[config.mk]
export PLATFORM = sky130hd
export DESIGN_NAME = fpu_issue
export DESIGN_NICKNAME = d
export VERILOG_FILES = /design/src/rtl/fpu_issue.sv
export SDC_FILE = /design/constraint.sdc
export NUM_CORES = 1
export LEC_CHECK = 0
export BUFFER_PORTS_ARGS = -buffer_cell sky130_fd_sc_hd__buf_2
export CORE_ASPECT_RATIO = 0.7
export CORE_UTILIZATION = 46
export CTS_CLUSTER_SIZE = 8
export DETAILED_ROUTE_END_ITERATION = 8
export PLACE_DENSITY = 0.95
export SLEW_MARGIN = 10
export SYNTH_ARGS = -nofsm -noshare
export SYNTH_HDL_FRONTEND = slang
export SYNTH_SLANG_ARGS = --single-unit
[constraint.sdc]
create_clock -name clk -period 5.05 [get_ports clk]
set_input_delay 0 -clock clk [delete_from_list [all_inputs] [get_ports clk]]
set_output_delay 0 -clock clk [all_outputs]
set_load 0.01 [all_outputs]
[src/rtl/fpu_issue.sv]
// fpu_issue: single-slot issue stage between the integer pipe and the FPU.
// Holds one decoded FP instruction, presents it to the FPU, and tracks
// FP->integer results (fcmp, fcvt.w.s, fmv.x.w) through an INT_LAT-deep
// shift register so the integer regfile write lands exactly INT_LAT cycles
// after issue. The tracker also drives the integer-side hazard (int_busy).
//
// Optional feature macro: FPU_ISSUE_WB_BYPASS_EN
//   defined   -> the entry at depth INT_LAT does not raise int_busy; the
//                consumer picks its operand off wb_data in that same cycle.
//   undefined -> every tracker entry depth 1..INT_LAT raises int_busy.
//
// Handshake: the slot accepts in_inst when in_valid & in_ready. in_ready is
// high when the slot is empty or is issuing this cycle, and never during
// flush. The FPU takes fpu_inst when fpu_is_legl is high; fpu_hazard holds
// the slot in place.
//
// INT_LAT is intended for the range 2..6.

module fpu_issue #(
  parameter int INT_LAT = 3
) (
  input  logic        clk,
  input  logic        rstn,
  input  logic        in_valid,
  input  logic [31:0] in_inst,
  input  logic [31:0] in_rs1_val,
  output logic        in_ready,
  input  logic        flush,
  output logic [31:0] fpu_inst,
  output logic        fpu_is_legl,
  output logic [31:0] fpu_from_intreg,
  input  logic        fpu_hazard,
  input  logic [31:0] fpu_to_intreg,
  output logic        wb_en,
  output logic [4:0]  wb_rd,
  output logic [31:0] wb_data,
  input  logic [4:0]  int_rs1,
  input  logic [4:0]  int_rs2,
  output logic        int_busy
);

`ifdef FPU_ISSUE_WB_BYPASS_EN
  // The writeback-cycle entry is forwarded, so it need not stall the consumer.
  localparam int BUSY_TOP = INT_LAT - 1;
`else
  localparam int BUSY_TOP = INT_LAT;
`endif

  // OP-FP instructions whose result goes to the integer register file.
  function automatic logic is_int_wr(input logic [31:0] inst);
    logic [4:0] f5;
    f5 = inst[31:27];
    return (inst[6:0] == 7'b1010011) &&
           ((f5 == 5'b10100) || (f5 == 5'b11000) || (f5 == 5'b11100));
  endfunction

  // ---------------------------------------------------------------------
  // Issue slot
  // ---------------------------------------------------------------------
  logic        slot_valid_q, slot_valid_d;
  logic [31:0] slot_inst_q,  slot_inst_d;
  logic [31:0] slot_rs1_q,   slot_rs1_d;
  logic        slot_int_wr;
  logic        accept;

  assign slot_int_wr     = is_int_wr(slot_inst_q);
  assign fpu_is_legl     = slot_valid_q & ~fpu_hazard & ~flush;
  assign in_ready        = ~flush & (~slot_valid_q | fpu_is_legl);
  assign accept          = in_valid & in_ready;
  assign fpu_inst        = slot_valid_q ? slot_inst_q : 32'h0;
  assign fpu_from_intreg = slot_rs1_q;

  // Slot next state: flush empties, accept loads, a bare issue empties.
  always_comb begin
    slot_valid_d = slot_valid_q;
    slot_inst_d  = slot_inst_q;
    slot_rs1_d   = slot_rs1_q;
    if (flush) begin
      slot_valid_d = 1'b0;
    end else if (accept) begin
      slot_valid_d = 1'b1;
      slot_inst_d  = in_inst;
      slot_rs1_d   = in_rs1_val;
    end else if (fpu_is_legl) begin
      slot_valid_d = 1'b0;
    end
  end

  // Slot registers; only the valid bit needs reset.
  always_ff @(posedge clk) begin
    if (!rstn) begin
      slot_valid_q <= 1'b0;
    end else begin
      slot_valid_q <= slot_valid_d;
    end
    slot_inst_q <= slot_inst_d;
    slot_rs1_q  <= slot_rs1_d;
  end

  // ---------------------------------------------------------------------
  // Integer-result tracker: entry k describes the issue k cycles ago.
  // ---------------------------------------------------------------------
  logic [INT_LAT:1] trk_wr_q, trk_wr_d;
  logic [4:0]       trk_rd_q [1:INT_LAT];
  logic [4:0]       trk_rd_d [1:INT_LAT];

  // Shift every cycle; a non-issue cycle inserts an empty entry.
  always_comb begin
    trk_wr_d[1] = fpu_is_legl & slot_int_wr;
    trk_rd_d[1] = slot_inst_q[11:7];
    for (int k = 2; k <= INT_LAT; k++) begin
      trk_wr_d[k] = trk_wr_q[k-1];
      trk_rd_d[k] = trk_rd_q[k-1];
    end
  end

  // Tracker registers; flush never touches in-flight entries.
  always_ff @(posedge clk) begin
    if (!rstn) begin
      trk_wr_q <= '0;
    end else begin
      trk_wr_q <= trk_wr_d;
    end
    for (int k = 1; k <= INT_LAT; k++) begin
      trk_rd_q[k] <= trk_rd_d[k];
    end
  end

  // ---------------------------------------------------------------------
  // Writeback from the oldest entry; rd=0 writes are suppressed.
  // ---------------------------------------------------------------------
  logic wb_hit;
  assign wb_hit = trk_wr_q[INT_LAT] & (trk_rd_q[INT_LAT] != 5'd0);

  // Writeback outputs are forced to zero when no write is due.
  always_comb begin
    wb_en   = 1'b0;
    wb_rd   = 5'd0;
    wb_data = 32'h0;
    if (wb_hit) begin
      wb_en   = 1'b1;
      wb_rd   = trk_rd_q[INT_LAT];
      wb_data = fpu_to_intreg;
    end
  end

  // ---------------------------------------------------------------------
  // Consumer hazard: a nonzero source matching any pending integer rd.
  // ---------------------------------------------------------------------
  function automatic logic src_match(input logic [4:0] rd,
                                     input logic [4:0] rs1,
                                     input logic [4:0] rs2);
    return ((rs1 != 5'd0) && (rs1 == rd)) || ((rs2 != 5'd0) && (rs2 == rd));
  endfunction

  // OR together the slot and every tracked entry up to BUSY_TOP.
  always_comb begin
    int_busy = slot_valid_q & slot_int_wr &
               src_match(slot_inst_q[11:7], int_rs1, int_rs2);
    for (int k = 1; k <= BUSY_TOP; k++) begin
      int_busy = int_busy | (trk_wr_q[k] & src_match(trk_rd_q[k], int_rs1, int_rs2));
    end
  end

endmodule

==> key figures, run 1 <==
Status
  • Status: finished, final reports clean

Power and ir drop
  • Comb power frac: between 10% and 20%
  • Part of the power in the clock network: around a third
  • PD cells: about 260 nW/um^2
  • Leak pwr: about 0.0025 uW
  • Tot Pwr: approximately 1400 uW
  • Sw frac: 23.49%
  • Peak supply drop: around 230 uV
  • Flop pwr share: between 50% and 60%
  • Int Power: between 1000 and 1500 uW
  • Switching power: 337.0 uW

Floorplanning
  • IO Pins: approximately 220
  • Die height: ~75 um
  • Chip width: 105.7 um
  • Core area: between 7000 and 8000 um^2
  • FP Rows: 26
  • Die Area: roughly 8000 um^2
  • Initial Util: a little under half

Yosys
  • Synthesized area: 3461 um^2
  • Synthesis-stage register bit count: 83
  • Warnings, synthesis: 0
  • Post-Synthesis Cells: between 200 and 300
  • Seq/Total Area, Yosys: roughly 67%
  • Count of cell types in the netlist: 26
  • Synthesized net count: roughly 360
  • Synthesized area per cell: roughly 14 um^2

Global route
  • Vias in the first global route: around 3k
  • Largest net degree at the start of global routing: between 60 and 70
  • GRT overflow: 0
  • First-pass GRT wire length: about 15000 um
  • Antenna violations before repair: 1
  • GRT Overall Usage: 26.48%

Clock network
  • CTS sink cnt: 83
  • Post-CTS setup buffers: 0
  • Reg clk slew, reported paths: approximately 80 ps
  • CTS tree: done
  • Max Root-Sink Buffers: 2
  • Num CTS Buffers: 9
  • Worst-Skew Late Latency: approximately 360 ps
  • Hold buffer count at CTS: 67
  • Post-CTS resize count: 0
  • Root Driver: clkbuf_8
  • Max H-tree Level: 3

Route
  • Routed via count: 3033
  • Pre-Repair DR Iteration Count: 4
  • Post-Route WL: about 11000 um
  • Final routed DRC violation total: 0
  • Iteration-0 DRC Markers: around 130
  • Wire per inst: 16.68 um
  • Via density per instance: a little under 5
  • DRT antenna net count: 0

Finish
  • Non-Filler Instances: ~630
  • FILL cells: 481
  • Nets: 638
  • Leading cell type in the layout, fill and taps excluded: buf_2
  • Layout cells sized above 1: 44.55%
  • Area grow syn2layout: 56.87%
  • Most frequent cells in the layout: buf_2 (215), and2_1 (71), dlygate4sd3_1 (67), edfxtp_1 (64), xnor2_1 (24)

Setup path
  • R2r worst-path depth: 3
  • R2r setup slk: roughly 2900 ps
  • Critical setup path kind: flop to flop
  • Reg-to-reg startpoint: slot_valid_q$_SDFFE_PP0P_
  • Critical Path Fanout Max: 64
  • Critical path arrival: about 2200 ps
  • Startpoint Class: flop
  • Worst EP required: 5030 ps
  • Critical path capture point type: flop
  • Reg2reg end: slot_inst_q[15]$_DFFE_PP_

Timing
  • Setup Total Neg Slack: 0 ps
  • Min Tclk post-route: between 2000 and 2500 ps
  • F_max: around 460 MHz
  • Fin. Hold Viols: 0
  • Part of the cycle the worst path needs: between 40% and 50%
  • Clk_skew: just over 10 ps
  • Fin. max-slew vios: 0
  • Unrepaired setup endpoints after global routing: no
  • Final setup violation count: 0
  • Worst Max-Slew Pin Slew: 999.6 ps
  • Max_slew headroom: between 30 and 40%

Worst hold path
  • Min-delay src: fpu_hazard
  • Hold crit path type: input port to flop
  • Hold endpoint: trk_wr_q[1]$_SDFF_PN0_
  • Hold depth: 3

Placed design
  • Routability cong.: 0.8164
  • Dpl cells: ~550
  • Hpwl dp: 6362 um
  • I/O Buffers: 215

Flow run
  • MaxCap Viol Count: 0
layer usage:
layer  vias up  global-route usage [%]  routed length [um]  share of wire (%)
met2       172                   49.09                5619                 53
met3        26                   9.290                 819                7.8
met5         -                       0                   0                  0
met1      1428                   27.78                3789                 36
met4         0                   12.04                 294                2.8
li1       1407                       -                   -                  -
worst max-delay path, stage by stage, from the launching register on:
cell and delay [ps]:
dfxtp_1 650, a21oi_1 340, and2_2 170, buf_4 610
cell families after synthesis:
group           after synthesis  share of synthesized area (%)
xor+xnor                     40                          10.12
buf+inv                      18                          3.326
compound gates                8                          1.374
flops                        83                          66.52
simple gates                101                          18.65
synthesized netlist by cell type (all sizes together):
cell type | number | share of area [%]
or4 | 3 | 0.87
nor3 | 1 | 0.14
nor3b | 2 | 0.43
o211ai | 2 | 0.43
xnor2 | 24 | 6.1
and3 | 1 | 0.18
edfxtp | 64 | 56
xor2 | 16 | 4.0
o21ai | 3 | 0.43
nor4 | 8 | 1.4
nand4bb | 1 | 0.33
inv | 1 | 0.11
nand3 | 9 | 1.3
dfxtp | 19 | 11
clkbuf | 5 | 0.54
a21oi | 2 | 0.29
nor2 | 3 | 0.76
buf | 12 | 2.7
and2 | 72 | 13
nand4 | 1 | 0.18
o21a | 1 | 0.22
stage by stage:
step / util, % / worst slack (ps) / hold WS [ps] / cell area (um^2)
floorplan: - / 2382 / 48.79 / 3461
global placement: 62.53 / 3021 / 176.0 / 4557
detailed placement: 62.53 / 2940 / 178.1 / 4557
CTS: 74.47 / 2925 / 9.485 / 5426
global route: 74.50 / 2752 / 26.43 / 5429
finish: 74.50 / 2879 / 28.68 / 5429
flip-flops by register name, indices dropped and copies added, names as in the netlist:
register	count
slot_valid_q	1
fpu_from_intreg	32
trk_wr_q	3
trk_rd_q	15
slot_inst_q	32
power by group through the flow:
stage | clock network, uW | registers [uW] | logic, uW
floorplan | 0 | 800 | 56.9
global placement | 0 | 796 | 121
detailed placement | 0 | 799 | 126
CTS | 481 | 783 | 167
global route | 513 | 788 | 184
finish | 476 | 785 | 173
final cells by class:
| cell class | count | area, um^2 | area share [%] |
|---|---|---|---|
| clock buffers | 9 | 123.9 | 2.282 |
| flip-flops and latches | 83 | 2302 | 42.41 |
| repair buffers | 283 | 1754 | 32.31 |
| inverters | 1 | 3.754 | 0.06914 |
| well taps | 98 | 122.6 | 2.259 |
| clock inverters | 7 | 75.07 | 1.383 |
| multi-input cells | 149 | 1045 | 19.24 |
| diodes | 1 | 2.502 | 0.04609 |
how the worst max path moves through the flow:
stage / start / endpoint
floorplan: slot_valid_q$_SDFFE_PP0P_ / fpu_from_intreg[0]$_DFFE_PP_
global placement: slot_valid_q$_SDFFE_PP0P_ / slot_inst_q[12]$_DFFE_PP_
detailed placement: slot_valid_q$_SDFFE_PP0P_ / slot_inst_q[14]$_DFFE_PP_
CTS: slot_valid_q$_SDFFE_PP0P_ / slot_inst_q[13]$_DFFE_PP_
global route: slot_valid_q$_SDFFE_PP0P_ / slot_inst_q[15]$_DFFE_PP_
finish: slot_valid_q$_SDFFE_PP0P_ / slot_inst_q[15]$_DFFE_PP_
Note: power is estimated with default switching activity, not from simulation.
==> run 2: changes to the inputs <==
ABC_AREA = 1   (was unset)
CORE_UTILIZATION = 44   (was 46)
PLACE_DENSITY = 0.9   (was 0.95)
clock period = 2.1 ns   (was 5.05 ns; I/O delays follow)
==> run 2 against run 1 <==
Effect of this change: the run now ends with design-rule violations left; via count rose by 20%; first-iteration DRC count rose by 73%; area after synthesis grew 7.5%; global-route usage increased by 2.8 points; sequential power up 140%; clock power rose to 3.5 times the previous value; die area grew 12%; non-clock buffer count rose by 3; worst hold slack improved by 69 ps; largest power group unchanged.
==> key figures, run 2 <==
Status
  • Status: complete, but fails checks
  • Failing checks: design-rule violations

Power and ir drop
  • Part of the power in the clock network: 41.2% (+8.0 points)
  • Comb power frac: 11.8% (-0.3 points)
  • Flop pwr share: 47.1% (-7.6 points)
  • PD cells: 686.8 nW/um^2 (+160%)
  • Switching power: 975.3 uW (+190%)
  • Peak supply drop: 639.3 uV (+180%)
  • Int Power: 3033 uW (+180%)
  • Sw frac: 24.33% (+0.84 points)
  • Leak pwr: 0.003277 uW (+31%)

Clock network
  • Reg clk slew, reported paths: 70 ps (about the same)
  • CTS tree: done
  • Post-CTS setup buffers: 0 (unchanged)
  • Root Driver: clkbuf_16
  • CTS sink cnt: 83 (unchanged)
  • Num CTS Buffers: 9 (unchanged)
  • Worst-Skew Late Latency: 340 ps (-20 ps)
  • Max Root-Sink Buffers: 2 (unchanged)
  • Max H-tree Level: 3 (unchanged)

Yosys
  • Largest family of logic cells by synthesized area: simple AND/OR/NAND/NOR gates
  • Fraction of registers with async set/reset: 0% (unchanged)
  • Synth cell count leaders: nand2_1 (93), inv_1 (92), edfxtp_1 (64), nor2_1 (51), dfxtp_1 (19)
  • Largest cells by area after synthesis: edfxtp_1 (52%), dfxtp_1 (10%), nand2_1 (9.4%)
  • Largest area contributor in the netlist: edfxtp_1
  • Synthesized net count: 503 (+39%)
  • Synthesized area: 3720 um^2 (+7.5%)
  • Synthesis-stage register bit count: 83 (unchanged)
  • Post-synthesis mux area share: 0% (unchanged)
  • Synth Area in Compound Gates: 0.2691% (-1.1 points)
  • Seq/Total Area, Yosys: 61.89% (-4.6 points)
  • Number of synthesized flops with an enable pin: 64 (unchanged)
  • Synth top area share: 51.66% (-3.9 points)
  • XOR/XNOR Fraction of Synth Area: 7.534% (-2.6 points)
  • Count of cell types in the netlist: 22 (-15%)
  • Most frequent cell after synthesis: nand2_1
  • Synthesized area per cell: 9.489 um^2 (-31%)
  • Warnings, synthesis: 0 (unchanged)
  • Post-Synthesis Cells: 392 (+57%)
  • Adder-cell share of the synthesized area: 0% (unchanged)
  • Commonest register cell after synthesis: edfxtp_1
  • Simple-gate share of the synthesized area: 17.96% (-0.69 points)

Global route
  • Vias in the first global route: 3756 (+26%)
  • Largest net degree at the start of global routing: 38 (-42%)
  • GRT met1 Usage: 29.14% (+1.4 points)
  • GRT Overall Usage: 29.27% (+2.8 points)
  • GRT overflow: 0 (unchanged)
  • Met3 GRT Util: 9.618% (+0.33 points)
  • Met2 Track Usage GR: 55.22% (+6.1 points)
  • Antenna violations before repair: 0 (-1)
  • First-pass GRT wire length: 19210 um (+27%)
  • GR peak layer: met2

Finish
  • Area grow syn2layout: 56.91% (about the same)
  • N_diodes: 0 (-1)
  • Layout cells sized above 1: 36.52% (-8.0 points)
  • Most frequent cells in the layout: buf_2 (215), nand2_1 (93), inv_1 (91), dlygate4sd3_1 (68), edfxtp_1 (64)
  • Leading cell type in the layout, fill and taps excluded: buf_2
  • Nets: 785 (+23%)
  • Post-route cell area: 5837 um^2 (+7.5%)

Placed design
  • Post-DP Area: 4850 um^2 (+6.4%)
  • I/O Buffers: 215 (unchanged)
  • Hpwl dp: 7683 um (+21%)
  • Routability cong.: 0.8526 (+4.4%)
  • Placement Setup Slack: 603.7 ps (-2337 ps)

Route
  • Wire per inst: 16.27 um (-2.4%)
  • Final routed DRC violation total: 14 (+14)
  • DRT antenna net count: 0 (unchanged)
  • Iteration-0 DRC Markers: 232 (+73%)
  • Routed via count: 3629 (+20%)
  • Via density per instance: 4.653 (-3.2%)
  • Post-Route WL: 12690 um (+21%)
  • Pre-Repair DR Iteration Count: 6 (+2)

Floorplanning
  • Chip width: 111.9 um (+5.9%)
  • IO Pins: 216 (unchanged)
  • Die height: 78.93 um (+5.8%)
  • Initial Util: 46.27% (-1.2 points)
  • FP Rows: 27 (+3.8%)
  • Core area: 8040 um^2 (+10%)
  • Die Area: 8831 um^2 (+12%)

Setup path
  • Critical path arrival: 2120 ps (-30 ps)
  • Critical setup path kind: flop to flop
  • Critical path's largest stage delay: 580 ps (-70 ps)
  • Crit path max-delay family: buffers and inverters
  • Startpoint Class: flop
  • Buffers plus inverters on the worst setup path: 3 (+2)
  • Cell with the largest stage delay on the worst path: dlygate4sd3_1
  • Worst EP required: 2370 ps (-2660 ps)
  • Cell chain of the critical path: buf_4, inv_1, nor3_2, dlygate4sd3_1, nand2_1, nor2_1
  • Critical Path Fanout Max: 33 (-48%)
  • Critical path capture point type: flop

Timing
  • Setup Total Neg Slack: 0 ps (unchanged)
  • PnR worst setup slack: 253.1 ps (-2626 ps)
  • Final setup violation count: 0 (unchanged)
  • Fin. Hold Viols: 0 (unchanged)
  • Unrepaired setup endpoints after global routing: no
  • Worst Max-Slew Pin Slew: 545.9 ps (-453.7 ps)
  • Clk_skew: 13.61 ps (+3.224 ps)
  • Max_slew headroom: 63.48% (+30 points)
  • Min Tclk post-route: 1847 ps (-324.1 ps)
  • Worst Hold Slack: 97.89 ps (+69.21 ps)
  • Part of the cycle the worst path needs: 87.95% (+45 points)
  • F_max: 541.4 MHz (+18%)
  • Fin. max-slew vios: 0 (unchanged)

Worst hold path
  • Hold crit path type: input port to flop

Flow run
  • MaxCap Viol Count: 0 (unchanged)
-- run 2: cell types whose count changed after synthesis, sizes merged, moves of 3 or more --
cell / previous run / this run
inv: 1 / 96
nor4: 8 / 0
xnor2: 24 / 18
nor2: 3 / 56
nand2: 0 / 94
nor3: 1 / 4
and2: 72 / 0
or4: 3 / 0
-- run 2: metrics by stage --
stage	total power, uW	util, %	cells
CTS	3980	72.60	780
floorplan	2092	-	392
finish	4009	72.60	780
global route	4124	72.60	780
detailed placement	2270	60.32	696
global placement	2255	60.32	696
-- run 2: final cells by class --
type	instances	area (um^2)
Clock inverter	7	81.33
Sequential cell	83	2302
Timing Repair Buffer	286	1779
Fill cell	512	2203
Clock buffer	9	225.2
Inverter	96	364.1
Tap cell	101	126.4
Multi-Input combinational cell	198	958.4
-- run 2: power groups by stage --
stage | combinational, uW | clock, uW | sequential, uW
final | 471 | 1650 | 1890
after global routing | 509 | 1720 | 1890
after CTS | 453 | 1650 | 1880
after detailed placement | 353 | 0 | 1920
after global placement | 342 | 0 | 1910
after floorplan | 166 | 0 | 1930
-- run 2: tightest hold or removal path, cell delays in order --
cell,delay [ps]
buf_2,90
nand2_1,90
o21ai_0,90
nand3b_1,80
inv_1,50
-- run 2: per-layer routing --
metal | wire length [um] | share of wire (%)
met5 | 0 | 0
met4 | 505 | 4.0
met3 | 1227 | 9.7
met2 | 6412 | 51
met1 | 4541 | 36
-- run 2: final timing paths --
path / end / depth (start not counted) / slack [ps] / start
max: trk_wr_q[1]$_SDFF_PN0_ / 6 / 250 / slot_valid_q$_SDFFE_PP0P_
min: slot_valid_q$_SDFFE_PP0P_ / 5 / 100 / in_valid
max reg2reg: trk_wr_q[1]$_SDFF_PN0_ / 6 / 250 / slot_valid_q$_SDFFE_PP0P_
min reg2reg: trk_rd_q[0][12]$_DFF_P_ / 0 / 390 / trk_rd_q[0][7]$_DFF_P_
-- run 2: repair_timing --
item | 4_1_cts | 5_1_grt
resized for setup | 0 | 0
hold buffers | 68 | 0
endpoints found under the hold margin | 68 | 0
-- run 2: logic make-up after synthesis --
kind of cell,after synthesis
XOR/XNOR,32
AO/OA/AOI/OAI,2
flip-flops,83
AND/OR/NAND/NOR,164
buffers and inverters,111
